--- config.mk ---
export PLATFORM = sky130hd
export DESIGN_NAME = spi_config_master
export DESIGN_NICKNAME = d
export VERILOG_FILES = /design/src/rtl/spi_ctrl_pkg.sv /design/src/rtl/spi_rr_arbiter.sv /design/src/rtl/spi_config_master.sv
export SDC_FILE = /design/constraint.sdc
export NUM_CORES = 1
export LEC_CHECK = 0
export BUFFER_PORTS_ARGS = -buffer_cell sky130_fd_sc_hd__buf_2
export CAP_MARGIN = 20
export CELL_PAD_IN_SITES_DETAIL_PLACEMENT = 0
export CELL_PAD_IN_SITES_GLOBAL_PLACEMENT = 1
export CORE_UTILIZATION = 35
export CTS_CLUSTER_SIZE = 40
export DETAILED_ROUTE_END_ITERATION = 10
export PLACE_DENSITY_LB_ADDON = 0.1
export SLEW_MARGIN = 20
export SYNTH_ARGS = -nofsm -noshare
export SYNTH_HDL_FRONTEND = slang
export SYNTH_SLANG_ARGS = --single-unit
--- constraint.sdc ---
create_clock -name clk -period 2.1 [get_ports clk]
set_input_delay 0.105 -clock clk [delete_from_list [all_inputs] [get_ports clk]]
set_output_delay 0.105 -clock clk [all_outputs]
set_load 0.005 [all_outputs]
--- src/rtl/spi_ctrl_pkg.sv ---
// Shared constants, register map and state encoding for the SPI configuration path.
// The peripheral and the benches use the same address constants.
package spi_ctrl_pkg;

  localparam int FRAME_W   = 16;
  localparam int WRITE_BIT = 15;

  localparam logic [6:0] OUT_7_0  = 7'd1;
  localparam logic [6:0] OUT_15_8 = 7'd2;
  localparam logic [6:0] PWM_7_0  = 7'd3;
  localparam logic [6:0] PWM_15_8 = 7'd4;
  localparam logic [6:0] DUTY     = 7'd5;

  typedef enum logic [1:0] {IDLE, SETUP, SHIFT, GAP} spi_state_e;

  function automatic logic [FRAME_W-1:0] build_frame(input logic [6:0] addr,
                                                     input logic [7:0] data);
    return {1'b1, addr, data};
  endfunction

endpackage

--- src/rtl/spi_rr_arbiter.sv ---
// Two-way round-robin arbiter; the last-grant pointer moves only on an accepted handshake.
module spi_rr_arbiter (
  input  logic       clk,
  input  logic       rst,
  input  logic [1:0] valid,
  input  logic       accept,
  output logic [1:0] grant
);

  logic last_q, last_d;

  always_comb begin
    grant = valid;
    if (valid == 2'b11) grant = last_q ? 2'b01 : 2'b10;
    last_d = accept ? grant[1] : last_q;
  end

  // Pointer resets to 1 so requester 0 wins the first contested round.
  always_ff @(posedge clk) begin
    if (rst) last_q <= 1'b1;
    else     last_q <= last_d;
  end

endmodule

--- src/rtl/spi_config_master.sv ---
// SPI mode-0 register-write master: arbitrates two requesters and shifts one
// 16-bit write frame per accepted request, then holds nCS high for a minimum gap.
module spi_config_master
  import spi_ctrl_pkg::*;
#(
  parameter int CLK_DIV    = 4,
  parameter int GAP_CYCLES = 8
) (
  input  logic       clk,
  input  logic       rst,
  input  logic [1:0] req_valid,
  input  logic [6:0] req_addr0,
  input  logic [6:0] req_addr1,
  input  logic [7:0] req_data0,
  input  logic [7:0] req_data1,
  output logic [1:0] req_ready,
  output logic       busy,
  output logic       done,
  output logic       done_id,
  output logic       nCS,
  output logic       SCLK,
  output logic       COPI
);

  localparam logic [7:0] HALF_LAST = 8'(CLK_DIV - 1);
  localparam logic [7:0] GAP_LAST  = 8'(GAP_CYCLES - 1);

  spi_state_e         state_q, state_d;
  logic [FRAME_W-2:0] shreg_q, shreg_d;
  logic [7:0]         hcnt_q, hcnt_d;
  logic [4:0]         bit_q, bit_d;
  logic [7:0]         gap_q, gap_d;
  logic               id_q, id_d;
  logic               ncs_q, ncs_d;
  logic               sclk_q, sclk_d;
  logic               copi_q, copi_d;
  logic               done_q, done_d;
  logic               done_id_q, done_id_d;

  logic [1:0]         grant;
  logic               hs;
  logic [FRAME_W-1:0] frame;

  spi_rr_arbiter u_arb (
    .clk   (clk),
    .rst   (rst),
    .valid (req_valid),
    .accept(hs),
    .grant (grant)
  );

  assign req_ready = (state_q == IDLE) ? grant : 2'b00;
  assign hs        = |(req_valid & req_ready);
  assign frame     = grant[1] ? build_frame(req_addr1, req_data1)
                              : build_frame(req_addr0, req_data0);

  always_comb begin
    state_d   = state_q;
    shreg_d   = shreg_q;
    hcnt_d    = hcnt_q;
    bit_d     = bit_q;
    gap_d     = gap_q;
    id_d      = id_q;
    ncs_d     = ncs_q;
    sclk_d    = sclk_q;
    copi_d    = copi_q;
    done_d    = 1'b0;
    done_id_d = done_id_q;
    case (state_q)
      IDLE: begin
        ncs_d  = 1'b1;
        sclk_d = 1'b0;
        copi_d = 1'b0;
        if (hs) begin
          shreg_d = frame[FRAME_W-2:0];
          copi_d  = frame[WRITE_BIT];
          id_d    = grant[1];
          ncs_d   = 1'b0;
          hcnt_d  = 8'd0;
          bit_d   = 5'd0;
          state_d = SETUP;
        end
      end
      SETUP: begin
        if (hcnt_q == HALF_LAST) begin
          hcnt_d  = 8'd0;
          sclk_d  = 1'b1;
          state_d = SHIFT;
        end else begin
          hcnt_d = hcnt_q + 8'd1;
        end
      end
      SHIFT: begin
        if (hcnt_q == HALF_LAST) begin
          hcnt_d = 8'd0;
          if (sclk_q) begin
            // Data moves on the falling edge so it is stable across the next rise.
            sclk_d  = 1'b0;
            copi_d  = shreg_q[FRAME_W-2];
            shreg_d = {shreg_q[FRAME_W-3:0], 1'b0};
          end else if (bit_q == 5'd15) begin
            state_d   = GAP;
            ncs_d     = 1'b1;
            copi_d    = 1'b0;
            done_d    = 1'b1;
            done_id_d = id_q;
            gap_d     = 8'd0;
          end else begin
            bit_d  = bit_q + 5'd1;
            sclk_d = 1'b1;
          end
        end else begin
          hcnt_d = hcnt_q + 8'd1;
        end
      end
      GAP: begin
        if (gap_q == GAP_LAST) state_d = IDLE;
        else                   gap_d   = gap_q + 8'd1;
      end
      default: state_d = IDLE;
    endcase
  end

  always_ff @(posedge clk) begin
    if (rst) begin
      state_q   <= IDLE;
      shreg_q   <= '0;
      hcnt_q    <= 8'd0;
      bit_q     <= 5'd0;
      gap_q     <= 8'd0;
      id_q      <= 1'b0;
      ncs_q     <= 1'b1;
      sclk_q    <= 1'b0;
      copi_q    <= 1'b0;
      done_q    <= 1'b0;
      done_id_q <= 1'b0;
    end else begin
      state_q   <= state_d;
      shreg_q   <= shreg_d;
      hcnt_q    <= hcnt_d;
      bit_q     <= bit_d;
      gap_q     <= gap_d;
      id_q      <= id_d;
      ncs_q     <= ncs_d;
      sclk_q    <= sclk_d;
      copi_q    <= copi_d;
      done_q    <= done_d;
      done_id_q <= done_id_d;
    end
  end

  assign busy    = (state_q != IDLE);
  assign done    = done_q;
  assign done_id = done_id_q;
  assign nCS     = ncs_q;
  assign SCLK    = sclk_q;
  assign COPI    = copi_q;

endmodule

# --- Word level (Yosys, flattened, before mapping) ---
# Cells that the tools add are included.
word_totals:
  register_bits: 45
  out_inout_bits: 8
  wordCells: 99
op_classes:
  addsub: 3
  eq_ne: 17
  n_mux: 44
  bitwise_logic: 4
  reduce_logical: 19
ops:
  columns: ["cell", "n"]
  rows:
  - ["two-way mux 15 bit", 4]
  - ["two-way mux 8 bit", 6]
  - ["case mux 8 bit (2 select lines)", 2]
  - ["case mux 15 bit (2 select lines)", 1]
  - ["two-way mux 5 bit", 4]
  - ["two-way mux 2 bit", 9]
  - ["adder 8 x 1 -> 8 bit (second input constant)", 2]
  - ["!= test 2 bit (second input constant)", 8]
  - ["two-way mux 1 bit", 13]
  - ["AND reduction 4 bit", 3]
  - ["case mux 5 bit (2 select lines)", 1]
  - ["AND reduction 5 bit", 2]
  - ["== test 8 x 2 -> 1 bit (second input constant)", 1]
  - ["== test 8 x 3 -> 1 bit (second input constant)", 1]
  - ["case mux 2 bit (4 select lines)", 1]
  - ["nonzero test 2 bit", 4]
  - ["== test 2 bit (second input constant)", 3]
  - ["AND reduction 3 bit", 2]
  - ["AND reduction 6 bit", 1]
  - ["adder 5 x 1 -> 5 bit (second input constant)", 1]
  - ["== test 5 x 4 -> 1 bit (second input constant)", 1]
  - ["case mux 1 bit (2 select lines)", 2]
  - ["AND reduction 2 bit", 2]
  - ["OR reduction 2 bit", 2]
  - ["other kinds (9)", 11]

# --- Logic depth before layout (Yosys ltp) ---
# Gate-level depths: netlist of the first run.
depth:
  word_depth: 7
  mapped_depth: 9

# --- Cells and area by module ---
# From an unflattened synthesis of the first run, not the netlist that was laid out.
hier_totals:
  cells_unflattened: 312
  hier_area_um2: 2642.5
modules_own_cells:
  columns: ["mod", "n_inst", "cells_per_inst", "area_each_um2"]
  rows:
  - ["spi_config_master", 1, 306, 2588.7]
  - ["spi_rr_arbiter", 1, 6, 53.8]

# --- Worst setup path before layout of the first run ---
# No wires, ideal clock.
synth_timing:
  kind: "register to register"
  from: "register bit_q[0]"
  to: "register bit_q[4]"
  arrival_ns: 1.973
  slack_ns: 0.057
  stages_incl_launch_ff: 8
  n_path_buf: 0
  period_less_slack_ns: 2.043
  path_cell_list: "dfxtp_1 > ha_1 > and3_1 > ha_1 > nor3b_1 > a31oi_1 > or4_1 > a21oi_1"
synth_via:
  elab_chain_cells: 5
  word_cells_on_any_way: 8
synth_rtl:
  columns: ["item", "line_no", "text"]
  rows:
  - ["start, declared", "spi_config_master.sv:31", "logic [4:0] bit_q, bit_d;"]
  - ["start signal, assigned", "spi_config_master.sv:141", "bit_q <= bit_d;"]
  - ["adder 5 x 1 -> 5 bit", "spi_config_master.sv:109", "bit_d = bit_q + 5'd1;"]
  - ["two-way mux 5 bit", "spi_config_master.sv:101", "end else if (bit_q == 5'd15) begin"]
  - ["two-way mux 5 bit", "spi_config_master.sv:96", "if (sclk_q) begin"]
  - ["two-way mux 5 bit", "spi_config_master.sv:94", "if (hcnt_q == HALF_LAST) begin"]
  - ["case mux 5 bit (2 select lines)", "spi_config_master.sv:69", "case (state_q)"]
# Parallel ways exist; a longest one is shown, timed or not. The select of a mux whose other input is x is not followed.
# A chain may end at the register's enable or synchronous reset.

# --- Worst setup path in the final report of the first run ---
layout_timing:
  from: "register bit_q[1]"
  to: "register gap_q[3]"
layout_via:
  elab_chain_cells: 3
layout_rtl:
  columns: ["item", "line_no", "text"]
  rows:
  - ["== test 5 x 4 -> 1 bit", "spi_config_master.sv:101", null]
  - ["!= test 2 bit (no source line)", null, null]
  - ["AND reduction 5 bit (no source line)", null, null]
  - ["end signal, assigned", "spi_config_master.sv:142", "gap_q <= gap_d;"]
  - ["end, declared", "spi_config_master.sv:32", "logic [7:0] gap_q, gap_d;"]
# Every way passes these cells.

==> results of run 1 <==
kinds of logic after synthesis:
group / share of synthesized area
adder cells (fa/ha/maj): 0.04304
XOR/XNOR: 0.01674
multiplexers: 0.1444
AO/OA/AOI/OAI: 0.1817
flip-flops: 0.3443
buffers and inverters: 0.04543
AND/OR/NAND/NOR: 0.2243
power groups by stage:
| stage | logic, mW | clock network [mW] | registers, mW |
|---|---|---|---|
| after global placement | 1.71 | 0 | 1.17 |
| after floorplan | 1.17 | 0 | 1.15 |
| after detailed placement | 1.71 | 0 | 1.18 |
| final | 1.74 | 0.783 | 1.16 |
| after global routing | 1.92 | 0.840 | 1.19 |
| after CTS | 1.72 | 0.804 | 1.16 |
synth_stat cells, types with 2 or more instances:
master,n
a21boi_0,2
nand3_1,7
o21ai_0,11
nand2b_1,18
or4_1,5
a41oi_1,2
nand2_1,30
buf_2,5
mux2i_1,22
ha_1,9
nor4_1,6
or3b_2,3
buf_4,2
o211ai_1,14
nor2_1,14
nand4_1,5
inv_1,9
dfxtp_1,45
a31oi_1,3
or2_2,2
clkbuf_1,10
nor3b_1,6
mux2_2,14
nor3_1,4
o21a_1,4
nor2b_1,3
xnor2_1,4
a21oi_1,15
o31ai_1,5
through the flow:
stage | std cells | util | setup WS [ns] | hold WS (ns) | setup TNS [ns]
global placement | 446 | 0.4235 | 0.04480 | 0.4413 | 0
finish | 455 | 0.4535 | 0.07634 | 0.1513 | 0
global route | 455 | 0.4535 | -0.009470 | 0.1602 | -0.009470
CTS | 454 | 0.4426 | 0.01013 | 0.1509 | 0
detailed placement | 446 | 0.4235 | -0.008132 | 0.4469 | -0.008132
floorplan | 298 | - | 0.05656 | 0.1741 | 0
registers in the layout, summed over array words and instances, names as in the netlist:
name / count
hcnt_q: 8
state_q: 2
shreg_q: 15
gap_q: 8
SCLK: 1
u_arb.last_q: 1
nCS: 1
bit_q: 5
COPI: 1
done_id: 1
done: 1
id_q: 1
area by class of cell:
type,count,share of cell area
multi-input cells,225,0.5074
flip-flops and latches,45,0.2746
repair buffers,68,0.1282
well taps,99,0.03766
clock buffers,5,0.02092
clock inverters,3,0.01978
inverters,10,0.01141
per-layer routing:
layer / up-vias / global-route usage / wire length [um] / share of wire
met5: - / 0 / 0 / 0
met4: 0 / 0.05279 / 90 / 0.015
met3: 7 / 0.03265 / 172 / 0.028
met2: 35 / 0.2483 / 2648 / 0.44
met1: 1065 / 0.2219 / 3137 / 0.52
li1: 1198 / - / - / -
repair_timing:
item                       CTS  global route
resized for setup            2            16
setup endpoints to repair    4            16
cloned                       0             1
setup buffers                0             0
hold endpoints to repair     0             0
pin swaps                    0             1
worst max-delay path: cells and delay by family (launching register included):
kind | cells | cell delay (ns)
fa+ha+maj | 2 | 0.32
flops | 1 | 0.34
buf+inv | 1 | 0.17
compound gates | 2 | 0.25
simple gates | 3 | 0.88
path summary, 6_finish.rpt:
kind	from	endpoint	slack (ns)	cells after the start
worst min register to register	shreg_q[4]	shreg_q[4]	0.46	2
worst min-delay path	rst	SCLK	0.15	2
worst max-delay path	bit_q[1]	gap_q[3]	0.08	8
worst max register to register	bit_q[1]	gap_q[3]	0.08	8
==> results.yml, run 1 <==
place:
  dpl_cell_area_sq_um: 3072
  gp_congestion: 0.7193
  io_buffer_count: 41
  dp_hpwl_um: 4280
grt:
  track_usage: 0.1601
  grt_pass1_vias: 2005
  grt_pass1_wl_um: 9687
  gr-total-overflow: 0
  grt_start_max_net_pins: 27
  antenna_found_initial: 0
clock_network:
  insertion_delay_ns: 0.30
  cts_num_sinks: 45
  h-tree-depth: 2
  cts-hold-fix-buffers: 0
  clockBufferDepth: 2
  cts_tree: "done"
  clockRootBuffer: "clkbuf_8"
  cts_made_buffers: 5
  clk_pin_slew_ns: 0.09
layout:
  final_nets: 398
  multi_input_area_sq_um: 1669
  most-common-layout-cells: "dfxtp_1, buf_2, nand2_1"
  final_common_cell: "dfxtp_1"
  area_delta_synth_final_pct: 25.73
  regArea_sq_um: 903.4
  finalInstanceArea_sq_um: 3289
  drive_gt1_frac: 0.3202
  fill_cells: 739
  diodes: 0
routing:
  vias: 2305
  postRouteWirelength_um: 6048
  wire_per_inst_um: 13.29
  postRouteAntennaNets: 0
  drc_errors: 0
  viasPerCell: 5.066
  drt_iter0_markers: 77
  dr.pass1.iters: 4
synthesis:
  synthesis.nets: 341
  synth_top_flop_cell: "dfxtp_1"
  yosysSeqAreaShare: 0.3443
  syn-mean-instance-area_sq_um: 8.779
  synth_top_area_share: 0.3443
  syn_area_sq_um: 2616
  yosysWarnings: 0
  synth_largest_area_cell: "dfxtp_1"
  synth_edf_count: 0
  async_flop_share: 0
  ys_types: 48
  ys_ff_latch: 45
  syn_inst: 298
  synth_area_leaders: "dfxtp_1, mux2i_1, mux2_2"
floorplan:
  ios: 42
  fp.dieH_um: 88.46
  initial_core_util: 0.3607
  dieArea_sq_um: 7825
  core_sq_um: 7253
  rows: 31
  fp.dieW_um: 88.46
pwr:
  power_mw: 3.682
  ir_worst_vdd_mv: 0.4286
  seqPwrFrac: 0.315
  power_frac_comb: 0.472
  power.switching_mw: 1.313
  p_int_mw: 2.369
  switching_share: 0.3566
  cellLeakagePower_nw: 1.291
  p_per_area_nw_per_um2: 1119
  clockPowerShare: 0.213
sta:
  tightest_slew_ns: 0.4663
  fin_crit_ns: 2.024
  slew_headroom: 0.6868
  fmax_mhz: 494.2
  period_share: 0.9636
  hold_violations: 0
  finClkSkew_ns: 0.009771
  finalSetupViolCount: 0
  slew_viol_final: 0
critical_path:
  start_kind: "flop"
  cp_data_arrival_time_ns: 2.27
  critical_path_peak_fanout: 7
  worstSetupEndpointType: "flop"
  slowest_stage: "or4_1"
  path_cells: "ha_2, and3_4, ha_4, nor2b_4, a31oi_4, buf_6, or4_1, a21oi_2"
  crit_type: "flop to flop"
  cp_data_required_time_ns: 2.35
  cpPeakStageDelay_ns: 0.52
run_status:
  status: "finished, final reports clean"
run:
  drv_cap: 0
min_path:
  hold_class: "input pin to flop"
(Power assumes the default switching activity.)
==> run 2: changes to the inputs <==
--- a/config.mk
+++ b/config.mk
@@ -5,6 +5,7 @@
 export SDC_FILE = /design/constraint.sdc
 export NUM_CORES = 1
 export LEC_CHECK = 0
+export ABC_AREA = 1
 export BUFFER_PORTS_ARGS = -buffer_cell sky130_fd_sc_hd__buf_2
 export CAP_MARGIN = 20
 export CELL_PAD_IN_SITES_DETAIL_PLACEMENT = 0
==> run 2 against run 1 <==
Combinational power barely moved. Register-to-register slack improved by 0.13 ns. Maximum frequency rose by 7.1%. Sequential cell count did not move. Largest power group unchanged.
==> results.yml, run 2 <==
clock_network:
  cts_num_sinks: 45
  h-tree-depth: 2
  cts-hold-fix-buffers: 0
  clk_pin_slew_ns: 0.09
  cts_tree: "done"
  cts_made_buffers: 5
  clockRootBuffer: "clkbuf_8"
  insertion_delay_ns: 0.31
  clockBufferDepth: 2
  cts_setup_buffers: 0
  post_cts_resized: 0
place:
  dp_hpwl_um: 4650
  gp_congestion: 0.7970
  io_buffer_count: 41
routing:
  vias: 2583
  viasPerCell: 4.679
  postRouteAntennaNets: 0
  drc_errors: 0
  wire_per_inst_um: 11.46
  dr.pass1.iters: 4
  drt_iter0_markers: 84
  postRouteWirelength_um: 6326
synthesis:
  ys_ff_latch: 45
  synth_edf_count: 0
  synth.most_common_cell: "nand2_1"
  synthTopCellsByCount: "nand2_1, nor2_1, inv_1, dfxtp_1, a21oi_1"
  synth_top_area_share: 0.3437
  synth_largest_area_cell: "dfxtp_1"
  synthesis.nets: 450
  async_flop_share: 0
  syn_area_sq_um: 2621
  yosysWarnings: 0
  yosysSeqAreaShare: 0.3437
  synth_area_leaders: "dfxtp_1, nand2_1, a21oi_1"
  ys_types: 26
  syn-mean-instance-area_sq_um: 6.440
  synth_top_flop_cell: "dfxtp_1"
  syn_inst: 407
sta:
  tightest_slew_ns: 0.4025
  finClkSkew_ns: 0.006433
  setup_tns_ns: 0
  period_share: 0.8999
  fin_crit_ns: 1.890
  finalSetupViolCount: 0
  slew_viol_final: 0
  rsz0062_at_grt: "no"
  fmax_mhz: 529.2
  slew_headroom: 0.7309
  hold_violations: 0
grt:
  grt_pass1_vias: 2324
  gr-total-overflow: 0
  antenna_found_initial: 0
  grt_pass1_wl_um: 10490
  grt_start_max_net_pins: 30
  track_usage: 0.1734
layout:
  area_delta_synth_final_pct: 18.38
  drive_gt1_frac: 0.1545
  final_nets: 495
  regMostFlops: "shreg_q"
  diodes: 0
  top_regs: "shreg_q x15, gap_q x8, hcnt_q x8"
  final_common_cell: "nand2_1"
  fill_cells: 800
  largest_reg_flops: 15
  most-common-layout-cells: "nand2_1, nor2_1, inv_1"
floorplan:
  dieArea_sq_um: 7839
  rows: 31
  initial_core_util: 0.3614
  fp.dieH_um: 88.54
  ios: 42
  fp.dieW_um: 88.54
  core_sq_um: 7253
critical_path:
  worstSetupEndpointType: "flop"
  cp_data_required_time_ns: 2.34
  cp_data_arrival_time_ns: 2.13
  critical_path_peak_fanout: 8
  crit_type: "flop to flop"
  start_kind: "flop"
pwr:
  p_per_area_nw_per_um2: 1184
  cellLeakagePower_nw: 1.409
  power_mw: 3.673
  ir_worst_vdd_mv: 0.4424
run:
  drv_cap: 0
run_status:
  status: "finished, final reports clean"
min_path:
  hold_class: "input pin to flop"
## run 2: metal layers
layer | track usage | up-vias | routed length [um]
met2 | 0.3021 | 43 | 2947
met4 | 0.04985 | 0 | 75
met5 | 0 | - | 0
li1 | - | 1406 | -
met1 | 0.2166 | 1128 | 3129
met3 | 0.03451 | 6 | 174
## run 2: worst max-delay path, stage by stage (launching register included)
cell and delay, ns:
dfxtp_1 0.40, inv_1 0.10, ha_1 0.38, inv_1 0.11
o211ai_2 0.38, inv_2 0.12, or2_0 0.21, a21oi_1 0.11
## run 2: stage by stage
step                      worst slack (ns)  std cells  hold WS, ns  area, sq um    util
after floorplan                     0.3942        407       0.2856         2621       -
after global placement              0.2121        544       0.4519         2978  0.4106
after detailed placement            0.2119        544       0.4546         2978  0.4106
after CTS                           0.1896        552       0.1398         3098  0.4271
after global routing               0.01107        552       0.1402         3103  0.4278
final                               0.2102        552       0.1438         3103  0.4278
## run 2: kinds of logic after synthesis
| logic type | after synthesis | synth area share |
|---|---|---|
| xor gates and xnor gates | 3 | 0.01003 |
| adders and majority gates | 9 | 0.04296 |
| AOI/OAI and AO/OA | 81 | 0.1785 |
| DFF | 45 | 0.3437 |
| and+or+nand+nor | 203 | 0.3260 |
| buffers and inverters | 66 | 0.09880 |
## run 2: final cells by class
type | count | area (sq um) | share of cell area
clock buffers | 6 | 82.58 | 0.02661
clock inverters | 2 | 37.54 | 0.01210
inverters | 53 | 198.9 | 0.06411
multi-input cells | 296 | 1466 | 0.4726
flip-flops and latches | 45 | 900.9 | 0.2903
well taps | 99 | 123.9 | 0.03992
repair buffers | 51 | 292.8 | 0.09435
## run 2: worst paths after layout
kind	end	depth (start not counted)	from	slack, ns
hold / removal	u_arb.last_q	4	req_valid[0]	0.14
hold reg to reg	id_q	2	id_q	0.47
setup reg to reg	hcnt_q[0]	7	state_q[1]	0.21
setup / recovery	hcnt_q[0]	7	state_q[1]	0.21
## run 2: report_power, final
part / internal [mW] / leakage [nW] / switching [mW] / total, mW
registers: 1.10 / 0.368 / 0.143 / 1.24
logic: 0.675 / 0.984 / 1.05 / 1.73
clock network: 0.387 / 0.0574 / 0.319 / 0.706
==> run 3: changes to the inputs <==
==> constraint.sdc (replaced) <==
create_clock -name clk -period 2.1 [get_ports clk]
set_input_delay 0.42 -clock clk [delete_from_list [all_inputs] [get_ports clk]]
set_output_delay 0.42 -clock clk [all_outputs]
set_load 0.005 [all_outputs]
==> run 3 against run 2 <==
Register-to-register slack improved by 0.03 ns. Clock-buffer cell count is the same. Clock skew is 0.0047 ns higher. Combinational power about the same. Non-clock buffer count increased by 1. Global-route usage increased by 0.072 points. Core utilization shrank 0.19 points. Clock power down 17%. Die area unchanged. Design area fell by 0.44%. Maximum frequency decreased by 3.4%. Critical path type is now flop to output port. Highest routed layer unchanged.
==> results.yml, run 3 (synthesis results as in run 2) <==
place:
  dpl_cell_area_sq_um: 2985
  io_buffer_count: 41
  pre_cts_ws_ns: 0.1869
  dp_hpwl_um: 4679
  dp.cells: 545
  gp_congestion: 0.7732
clock_network:
  cts-hold-fix-buffers: 0
  insertion_delay_ns: 0.31
  clockBufferDepth: 2
  post_cts_resized: 0
  cts_setup_buffers: 0
  clockRootBuffer: "clkbuf_8"
  clk_pin_slew_ns: 0.09
  h-tree-depth: 2
  cts_tree: "done"
  cts_made_buffers: 5
  cts_num_sinks: 45
sta:
  rsz0062_at_grt: "no"
  period_share: 0.9315
  setup_tns_ns: 0
  tightest_slew_ns: 0.4046
  finClkSkew_ns: 0.01114
  fin_crit_ns: 1.956
  slew_viol_final: 0
  finalSetupViolCount: 0
  hold_violations: 0
  worst_slack_ns: 0.1439
  fmax_mhz: 511.2
  slew_headroom: 0.7295
critical_path:
  cp_top_family: "buffers and inverters"
  cp_data_arrival_time_ns: 1.54
  slowest_stage: "dfxtp_1"
  worst_path_most_repeated_cell: "inv_1"
  r2r_slack_ns: 0.24
  start_kind: "flop"
  cp_data_required_time_ns: 1.68
  cpPeakStageDelay_ns: 0.40
  path_cells: "inv_1, ha_2, buf_4, nand2_1, inv_1, buf_2"
  crit_type: "flop to output port"
  crit_buf_inv: 4
  worstSetupEndpointType: "output port"
  critical_path_peak_fanout: 5
layout:
  area_delta_synth_final_pct: 17.85
  regMostFlops: "shreg_q"
  drive_gt1_frac: 0.1586
  most-common-layout-cells: "nand2_1, nor2_1, inv_1"
  fin_util: 0.4259
  diodes: 0
  finalInstanceArea_sq_um: 3089
  final_nets: 496
  largest_reg_flops: 15
  final_cells: 553
  top_regs: "shreg_q x15, gap_q x8, hcnt_q x8"
  final_common_cell: "nand2_1"
grt:
  grt_pass1_vias: 2332
  track_usage: 0.1741
  gr-total-overflow: 0
  antenna_found_initial: 0
  grt_pass1_wl_um: 10680
  grt_start_max_net_pins: 30
routing:
  viasPerCell: 4.626
  vias: 2558
  wire_per_inst_um: 11.38
  drt_iter0_markers: 70
  dr.pass1.iters: 4
  drc_errors: 0
  postRouteAntennaNets: 0
  postRouteWirelength_um: 6293
pwr:
  power_frac_comb: 0.488
  ir_worst_vdd_mv: 0.3711
  switching_share: 0.4241
  p_per_area_nw_per_um2: 1152
  cellLeakagePower_nw: 1.407
  clockPowerShare: 0.164
  p_int_mw: 2.049
  seqPwrFrac: 0.348
  power.switching_mw: 1.509
run:
  drv_cap: 0
floorplan:
  ios: 42
  rows: 31
  fp.dieW_um: 88.54
  initial_core_util: 0.3614
  core_sq_um: 7253
  dieArea_sq_um: 7839
  fp.dieH_um: 88.54
run_status:
  status: "finished, final reports clean"
min_path:
  hold_class: "input pin to flop"
[run 3: cell count changes in the layout (fill, tap and decap cells not counted)]
cell and change:
buf_4 +1, ha_2 +1, clkinv_2 +1, ha_1 -1, clkinvlp_4 -1, bufinv_16 -1
clkinv_4 +1
[run 3: path summary, 6_finish.rpt]
check | from | endpoint | cells past startpoint
worst max-delay path | state_q[0] | req_ready[1] | 6
worst min-delay path | req_valid[0] | u_arb.last_q | 4
worst max register to register | state_q[0] | hcnt_q[0] | 7
worst min register to register | id_q | id_q | 2
[run 3: area by class of cell]
type / instances / area, sq um
fill: 812 / 4164
tap: 99 / 123.9
multi-input combinational: 296 / 1469
timing repair buffer: 52 / 300.3
sequential: 45 / 900.9
clock buffer: 6 / 82.58
inverter: 53 / 198.9
clock inverter: 2 / 13.76
[run 3: metrics by stage]
step | hold slack, ns | power (mW)
after global placement | 0.4535 | 2.986
after CTS | 0.4575 | 3.586
after global routing | 0.4838 | 3.891
after detailed placement | 0.4617 | 2.995
final | 0.4633 | 3.557
after floorplan | 0.4356 | 2.509
[run 3: metal layers]
| layer | global-route usage | wire length (um) |
|---|---|---|
| met5 | 0 | 0 |
| met2 | 0.3028 | 2927 |
| met1 | 0.2215 | 3141 |
| met4 | 0.04399 | 63 |
| met3 | 0.03265 | 161 |
[run 3: power by group through the flow]
stage               Combinational [mW]  Sequential [mW]  Clock [mW]
finish                            1.74             1.24       0.584
global route                      1.99             1.27       0.632
CTS                               1.74             1.24       0.605
detailed placement                1.74             1.26           0
global placement                  1.74             1.25           0
floorplan                         1.28             1.23           0
[run 3: tightest hold or removal path: cells and delay by family]
family          cells  cell delay (ns)
buf+inv             2             0.16
compound gates      1             0.09
simple gates        1             0.06
